===== src/rtl/bolme_denetleyici_if.sv =====
// Bus between the execute stage, the divide controller and the 32-bit divider.
// The slave modport is the controller's view; the master modport is the surrounding pipeline and divider.
interface bolme_denetleyici_if #(
  parameter int YAZMAC_W = 5
);
  // Request handshake: a request transfers on a clock edge where
  // istek_i && !mesgul_o && !iptal_i; the requester keeps istek_i and its
  // operands steady while mesgul_o is high.
  logic                istek_i;
  logic [1:0]          islem_i;
  logic [31:0]         rs1_i;
  logic [31:0]         rs2_i;
  logic [YAZMAC_W-1:0] hedef_i;
  logic                iptal_i;
  logic                mesgul_o;
  logic                bolme_istek_o;
  logic                bolme_sign_o;
  logic [31:0]         bolunen_o;
  logic [31:0]         bolen_o;
  logic [31:0]         bolum_i;
  logic [31:0]         kalan_i;
  logic                bolme_hazir_i;
  logic [31:0]         sonuc_o;
  logic                sonuc_gecerli_o;
  logic [YAZMAC_W-1:0] hedef_o;

  modport slave (
    input  istek_i, islem_i, rs1_i, rs2_i, hedef_i, iptal_i,
    input  bolum_i, kalan_i, bolme_hazir_i,
    output mesgul_o, bolme_istek_o, bolme_sign_o, bolunen_o, bolen_o,
    output sonuc_o, sonuc_gecerli_o, hedef_o
  );

  modport master (
    output istek_i, islem_i, rs1_i, rs2_i, hedef_i, iptal_i,
    output bolum_i, kalan_i, bolme_hazir_i,
    input  mesgul_o, bolme_istek_o, bolme_sign_o, bolunen_o, bolen_o,
    input  sonuc_o, sonuc_gecerli_o, hedef_o
  );
endinterface


===== src/rtl/bolme_denetleyici.sv =====
// RV32M DIV/DIVU/REM/REMU issue/result controller in front of a variable-latency divider.
// Optional one-entry result cache enabled by defining BOLME_ONBELLEK_EN.
module bolme_denetleyici #(
  parameter int YAZMAC_W = 5
) (
  input  logic                clk_i,
  input  logic                rst_i,
  bolme_denetleyici_if.slave  bus,
  output logic [2:0]          durum_o
);
  localparam logic [2:0] BOS   = 3'd0;
  localparam logic [2:0] ISTEK = 3'd1;
  localparam logic [2:0] BEKLE = 3'd2;
  localparam logic [2:0] SONUC = 3'd3;
  localparam logic [2:0] IPTAL = 3'd4;

  logic [2:0]          durum;
  logic [31:0]         bolunen;
  logic [31:0]         bolen;
  logic                sign;
  logic                kalan_sec;
  logic [31:0]         sonuc;
  logic [YAZMAC_W-1:0] hedef;
  logic                aktarim;
  logic                isabet;
  logic [31:0]         isabet_sonuc;

  assign aktarim = bus.istek_i && (durum == BOS) && !bus.iptal_i;

`ifdef BOLME_ONBELLEK_EN
  logic        onb_gecerli;
  logic [31:0] onb_q;
  logic [31:0] onb_r;

  // The operand registers double as the cache key: they are only rewritten
  // by a transfer, and a fill always happens while they hold that op's operands.
  assign isabet = onb_gecerli && (bus.rs1_i == bolunen) && (bus.rs2_i == bolen)
                  && (sign == ~bus.islem_i[0]);
  assign isabet_sonuc = bus.islem_i[1] ? onb_r : onb_q;

  always_ff @(posedge clk_i) begin
    if (rst_i) begin
      onb_gecerli <= 1'b0;
      onb_q       <= 32'h0;
      onb_r       <= 32'h0;
    end else if (bus.bolme_hazir_i && (durum == BEKLE || durum == IPTAL)) begin
      onb_gecerli <= 1'b1;
      onb_q       <= bus.bolum_i;
      onb_r       <= bus.kalan_i;
    end
  end
`else
  assign isabet       = 1'b0;
  assign isabet_sonuc = 32'h0;
`endif

  always_ff @(posedge clk_i) begin
    if (rst_i) begin
      durum     <= BOS;
      bolunen   <= 32'h0;
      bolen     <= 32'h0;
      sign      <= 1'b0;
      kalan_sec <= 1'b0;
      sonuc     <= 32'h0;
      hedef     <= '0;
    end else begin
      case (durum)
        BOS: begin
          if (aktarim) begin
            bolunen   <= bus.rs1_i;
            bolen     <= bus.rs2_i;
            sign      <= ~bus.islem_i[0];
            kalan_sec <= bus.islem_i[1];
            hedef     <= bus.hedef_i;
            if (isabet) begin
              sonuc <= isabet_sonuc;
              durum <= SONUC;
            end else begin
              durum <= ISTEK;
            end
          end
        end
        ISTEK: durum <= bus.iptal_i ? IPTAL : BEKLE;
        BEKLE: begin
          // A flush landing on the hazir cycle drops the result directly.
          if (bus.bolme_hazir_i) begin
            if (bus.iptal_i) begin
              durum <= BOS;
            end else begin
              sonuc <= kalan_sec ? bus.kalan_i : bus.bolum_i;
              durum <= SONUC;
            end
          end else if (bus.iptal_i) begin
            durum <= IPTAL;
          end
        end
        SONUC: durum <= BOS;
        IPTAL: if (bus.bolme_hazir_i) durum <= BOS;
        default: durum <= BOS;
      endcase
    end
  end

  assign bus.mesgul_o        = (durum != BOS);
  assign bus.bolme_istek_o   = (durum == ISTEK);
  assign bus.sonuc_gecerli_o = (durum == SONUC) && !bus.iptal_i;
  assign bus.bolme_sign_o    = sign;
  assign bus.bolunen_o       = bolunen;
  assign bus.bolen_o         = bolen;
  assign bus.sonuc_o         = sonuc;
  assign bus.hedef_o         = hedef;
  assign durum_o             = durum;
endmodule

===== src/flat_wrapper.sv =====
// flat-port wrapper written by rule: the top's interface ports become plain ports
module bolme_denetleyici_flat 
#(
  parameter int YAZMAC_W = 5
)
  (clk_i, rst_i, durum_o, bus_istek_i, bus_islem_i, bus_rs1_i, bus_rs2_i, bus_hedef_i, bus_iptal_i, bus_bolum_i, bus_kalan_i, bus_bolme_hazir_i, bus_mesgul_o, bus_bolme_istek_o, bus_bolme_sign_o, bus_bolunen_o, bus_bolen_o, bus_sonuc_o, bus_sonuc_gecerli_o, bus_hedef_o);
  bolme_denetleyici_if #(.YAZMAC_W(YAZMAC_W)) bus_i ();
  input  logic clk_i;
  input  logic rst_i;
  output logic [2:0] durum_o;
  input wire logic [$bits(bus_i.istek_i)-1:0] bus_istek_i;
  input wire logic [$bits(bus_i.islem_i)-1:0] bus_islem_i;
  input wire logic [$bits(bus_i.rs1_i)-1:0] bus_rs1_i;
  input wire logic [$bits(bus_i.rs2_i)-1:0] bus_rs2_i;
  input wire logic [$bits(bus_i.hedef_i)-1:0] bus_hedef_i;
  input wire logic [$bits(bus_i.iptal_i)-1:0] bus_iptal_i;
  input wire logic [$bits(bus_i.bolum_i)-1:0] bus_bolum_i;
  input wire logic [$bits(bus_i.kalan_i)-1:0] bus_kalan_i;
  input wire logic [$bits(bus_i.bolme_hazir_i)-1:0] bus_bolme_hazir_i;
  output wire logic [$bits(bus_i.mesgul_o)-1:0] bus_mesgul_o;
  output wire logic [$bits(bus_i.bolme_istek_o)-1:0] bus_bolme_istek_o;
  output wire logic [$bits(bus_i.bolme_sign_o)-1:0] bus_bolme_sign_o;
  output wire logic [$bits(bus_i.bolunen_o)-1:0] bus_bolunen_o;
  output wire logic [$bits(bus_i.bolen_o)-1:0] bus_bolen_o;
  output wire logic [$bits(bus_i.sonuc_o)-1:0] bus_sonuc_o;
  output wire logic [$bits(bus_i.sonuc_gecerli_o)-1:0] bus_sonuc_gecerli_o;
  output wire logic [$bits(bus_i.hedef_o)-1:0] bus_hedef_o;
  assign bus_i.istek_i = bus_istek_i;
  assign bus_i.islem_i = bus_islem_i;
  assign bus_i.rs1_i = bus_rs1_i;
  assign bus_i.rs2_i = bus_rs2_i;
  assign bus_i.hedef_i = bus_hedef_i;
  assign bus_i.iptal_i = bus_iptal_i;
  assign bus_i.bolum_i = bus_bolum_i;
  assign bus_i.kalan_i = bus_kalan_i;
  assign bus_i.bolme_hazir_i = bus_bolme_hazir_i;
  assign bus_mesgul_o = bus_i.mesgul_o;
  assign bus_bolme_istek_o = bus_i.bolme_istek_o;
  assign bus_bolme_sign_o = bus_i.bolme_sign_o;
  assign bus_bolunen_o = bus_i.bolunen_o;
  assign bus_bolen_o = bus_i.bolen_o;
  assign bus_sonuc_o = bus_i.sonuc_o;
  assign bus_sonuc_gecerli_o = bus_i.sonuc_gecerli_o;
  assign bus_hedef_o = bus_i.hedef_o;
  bolme_denetleyici #(.YAZMAC_W(YAZMAC_W)) u_core (.clk_i(clk_i), .rst_i(rst_i), .bus(bus_i), .durum_o(durum_o));
endmodule

===== config.mk =====
export PLATFORM = sky130hd
export DESIGN_NAME = bolme_denetleyici_flat
export DESIGN_NICKNAME = d
export VERILOG_FILES = /design/src/rtl/bolme_denetleyici_if.sv /design/src/rtl/bolme_denetleyici.sv /design/src/flat_wrapper.sv
export SDC_FILE = /design/constraint.sdc
export NUM_CORES = 1
export LEC_CHECK = 0
export BUFFER_PORTS_ARGS = -buffer_cell sky130_fd_sc_hd__buf_2
export CAP_MARGIN = 20
export CELL_PAD_IN_SITES_DETAIL_PLACEMENT = 0
export CELL_PAD_IN_SITES_GLOBAL_PLACEMENT = 2
export CORE_MARGIN = 2
export CORE_UTILIZATION = 22
export DETAILED_ROUTE_END_ITERATION = 10
export GPL_TIMING_DRIVEN = 0
export HOLD_SLACK_MARGIN = 0.05
export PLACE_DENSITY_LB_ADDON = 0.1
export RECOVER_POWER = 100
export SYNTH_ARGS = -nofsm -noshare
export SYNTH_HDL_FRONTEND = slang
export SYNTH_SLANG_ARGS = --single-unit

===== constraint.sdc =====
create_clock -name clk_i -period 1.6 [get_ports clk_i]
set_input_delay 0.24 -clock clk_i [delete_from_list [all_inputs] [get_ports clk_i]]
set_output_delay 0.24 -clock clk_i [all_outputs]
set_load 0.03 [all_outputs]

==> flow_metrics.py <==
metrics = {
    "outcome": {
        "outcome": "complete, but fails checks",
        "failed_checks": "setup timing",
    },
    "placement": {
        "place_congestion": 0.729,
        "io_buffers": 246,
        "dp_hpwl_um": 12300,
        "dpl_cell_area_um2": 6070,
        "placed_cells": 1015,
    },
    "worst_hold_path": {
        "min_from": "bus_islem_i[0]",
        "min_to": "u_core.bus.bolme_sign_o",
        "holdCritPathClass": "input pin to flip-flop",
        "hold_path_depth": 2,
    },
    "timing": {
        "clock.fmax_mhz": 606,
        "setup_ws_ps": -49.2,
        "skew_ps": 8.18,
        "finalHoldViolCount": 0,
        "slew_headroom_pct": 52.3,
        "rsz0062_at_grt": "yes",
        "setup_viol": 1,
        "drv_slew": 0,
        "period_minus_slack_ps": 1650,
        "min_period_over_period_pct": 103,
        "tightestPinTransition_ps": 715,
    },
    "synthesis": {
        "synth_nets": 639,
        "syn_inst": 499,
        "ys.flop_type": "dfxtp_1",
        "synthTopCellsByArea": "dfxtp_1 47%, a21oi_1 12%, nand3_1 7.8%",
        "synth_top_area_share_pct": 47.3,
        "yosysWarnings": 0,
        "avgSynthCellArea_um2": 9.00,
        "yosysSeqAreaShare_pct": 47.3,
        "synth_edf_count": 0,
        "yosysTopAreaCell": "dfxtp_1",
        "synth_seq_cells": 106,
        "synth_area_um2": 4490,
        "yosysUniqueCellTypes": 33,
        "async_reset_ff_share_pct": 0,
    },
    "clock_tree": {
        "root_buffer": "clkbuf_16",
        "cts_made_buffers": 9,
        "clockBufferDepth": 2,
        "clock_latency_ps": 350,
        "cts_tree": "done",
        "cts_sinks": 106,
        "cts_max_level": 3,
        "cts.reportedPaths.clkPinSlew_ps": 80,
    },
    "cells_and_area": {
        "insertedDiodeCount": 0,
        "fin_area_um2": 6460,
        "area.growth.synth_to_final_pct": 43.8,
        "final_cells": 1040,
        "fin_util_pct": 32.1,
        "nNetsFinal": 905,
        "drive_above_1_share_pct": 28.8,
    },
    "pwr": {
        "pwr-share-seq_pct": 38.3,
        "peakVddDrop_mv": 0.496,
        "p_total_w": 0.00762,
        "p_leak_nw": 2.31,
        "power_density_nw_per_um2": 1180,
        "clkPwrFrac_pct": 31.0,
        "p_sw_share_pct": 34.7,
        "switchingPower_w": 0.00264,
        "combPwrFrac_pct": 30.7,
        "intPower_w": 0.00498,
    },
    "route": {
        "firstDrtPassIters": 4,
        "num_vias": 4771,
        "wl_met1_um": 7400,
        "drtAntennaViolNets": 0,
        "highest_layer": "met4",
        "viasPerCell": 4.59,
        "totalWireLength_um": 16900,
        "wl_per_cell_um": 16.2,
        "route.detailed.drc": 0,
        "drt_iter0_markers": 154,
        "met3WireLength_um": 1430,
        "route.met2.wl_um": 7630,
    },
    "global_routing": {
        "grt_pass1_vias": 4841,
        "grt-ovfl-total": 0,
        "grtUsageTotal_pct": 15.3,
        "grt_pass1_wl_um": 26100,
        "antenna_found_initial": 1,
        "grt_max_degree": 18,
    },
    "setup_path": {
        "worstPathArrival_ps": 1410,
        "r2r_end": "u_core.bus.bolen_o[2]",
        "worstPathRequired_ps": 1360,
        "crit_path_end_kind": "output pin",
        "worst-setup-path-type": "flip-flop to output pin",
        "reg2reg_depth": 6,
        "startpoint_type": "flip-flop",
        "worst-path-max-fanout": 3,
        "reg2reg_from": "u_core.durum_o[2]",
        "worst-r2r-setup-slack_ps": 50,
    },
    "floorplan": {
        "pin_count": 248,
        "die-area_um2": 21600,
        "die_w_um": 147,
        "fp.dieH_um": 147,
        "num_rows": 52,
        "initial_core_util_pct": 22.3,
        "fp.coreArea_um2": 20100,
    },
    "job": {
        "maxCapViolations": 0,
    },
}
## registers in the layout, indices dropped and copies added, names as in the netlist
register	count
u_core.durum_o	3
u_core.bus.bolunen_o	32
u_core.kalan_sec	1
u_core.bus.sonuc_o	32
u_core.bus.hedef_o	5
u_core.bus.bolme_sign_o	1
u_core.bus.bolen_o	32
## critical path, stage by stage (launching register included)
cell and delay, ps:
dfxtp_4 360, nor3_4 320, inv_4 90, clkbuf_16 160, buf_8 130
## cell type report
class	count	area, um2
Fill cell	2198	13600
Inverter	2	10.0
Multi-Input combinational cell	332	2070
Tap cell	270	338
Timing Repair Buffer	258	1210
Buffer	56	393
Sequential cell	106	2130
Clock inverter	5	60.1
Clock buffer	11	253
## worst max-delay path by stage
stage	from	to	slack (ps)	cells after the start
2_1_floorplan	u_core.durum_o[0]	u_core.bus.sonuc_o[11]	10	6
3_3_place_gp	u_core.durum_o[2]	u_core.bus.bolen_o[0]	-370	6
3_5_place_dp	u_core.durum_o[2]	u_core.bus.bolen_o[14]	-430	6
4_1_cts	u_core.durum_o[0]	bus_mesgul_o	-110	4
5_1_grt	u_core.durum_o[2]	bus_mesgul_o	-120	4
6_report	u_core.durum_o[2]	bus_mesgul_o	-50	4
## cell families after synthesis
family,share of synthesized area [%]
AND/OR/NAND/NOR,10.6
XOR/XNOR,0.195
buffers and inverters,7.30
AO/OA/AOI/OAI,27.3
flip-flops,47.3
multiplexers,7.36
## layout by cell type, fill, tap and decap left out, types with 2 or more instances in the layout
| cell | Yosys | layout |
|---|---|---|
| a211oi_1 | 19 | 17 |
| nand2b_1 | 3 | 3 |
| clkbuf_8 | 0 | 2 |
| clkbuf_16 | 0 | 10 |
| nor2_1 | 4 | 4 |
| buf_2 | 8 | 141 |
| buf_4 | 0 | 19 |
| o21ai_2 | 0 | 3 |
| buf_1 | 5 | 5 |
| a21oi_1 | 104 | 103 |
| a211oi_2 | 13 | 15 |
| dfxtp_4 | 0 | 2 |
| o21ai_0 | 58 | 25 |
| buf_6 | 6 | 11 |
| clkbuf_1 | 37 | 130 |
| nand3_1 | 70 | 70 |
| buf_8 | 1 | 3 |
| o21ai_1 | 12 | 42 |
| dfxtp_1 | 106 | 103 |
| nand2_1 | 2 | 2 |
| mux2i_1 | 33 | 33 |
| buf_12 | 2 | 2 |
## per-layer routing
metal  track usage, %  vias up
met3             4.84       24
li1                 -     2363
met5                0        -
met2             24.7      180
met4             6.07        0
met1             18.9     2204
## power by group through the flow
| stage | registers, W | logic, W | clock network, W |
|---|---|---|---|
| 2_1_floorplan | 0.00329 | 0.000949 | 0 |
| 3_3_place_gp | 0.00295 | 0.00201 | 0 |
| 3_5_place_dp | 0.00295 | 0.00203 | 0 |
| 4_1_cts | 0.00291 | 0.00221 | 0.00245 |
| 5_1_grt | 0.00294 | 0.00254 | 0.00255 |
| 6_report | 0.00292 | 0.00234 | 0.00236 |
## cell usage after synthesis, drive strengths merged, types with 2 or more instances
cell	instances
o21ai	70
inv	2
a211oi	32
nand2	2
nor2	4
clkbuf	37
dfxtp	106
buf	22
nor4b	2
nand3	70
nand2b	3
mux2i	33
a21oi	104
a221oi	2
## stage by stage
stage / worst slack, ps / hold slack [ps] / TNS (ps)
3_3_place_gp: -372 / 440 / -26600
3_5_place_dp: -428 / 450 / -29720
6_report: -49.2 / 89.4 / -49.2
5_1_grt: -119 / 89.5 / -481
2_1_floorplan: 14.5 / 309 / 0
4_1_cts: -107 / 68.4 / -107
## repair_timing
item / CTS / global route
gates resized for setup: 25 / 79
hold buffers: 0 / 0
endpoints found under the setup margin: 103 / 99
buffers inserted: 8 / 4
pin swaps: 3 / 3
(Power assumes the default switching activity.)
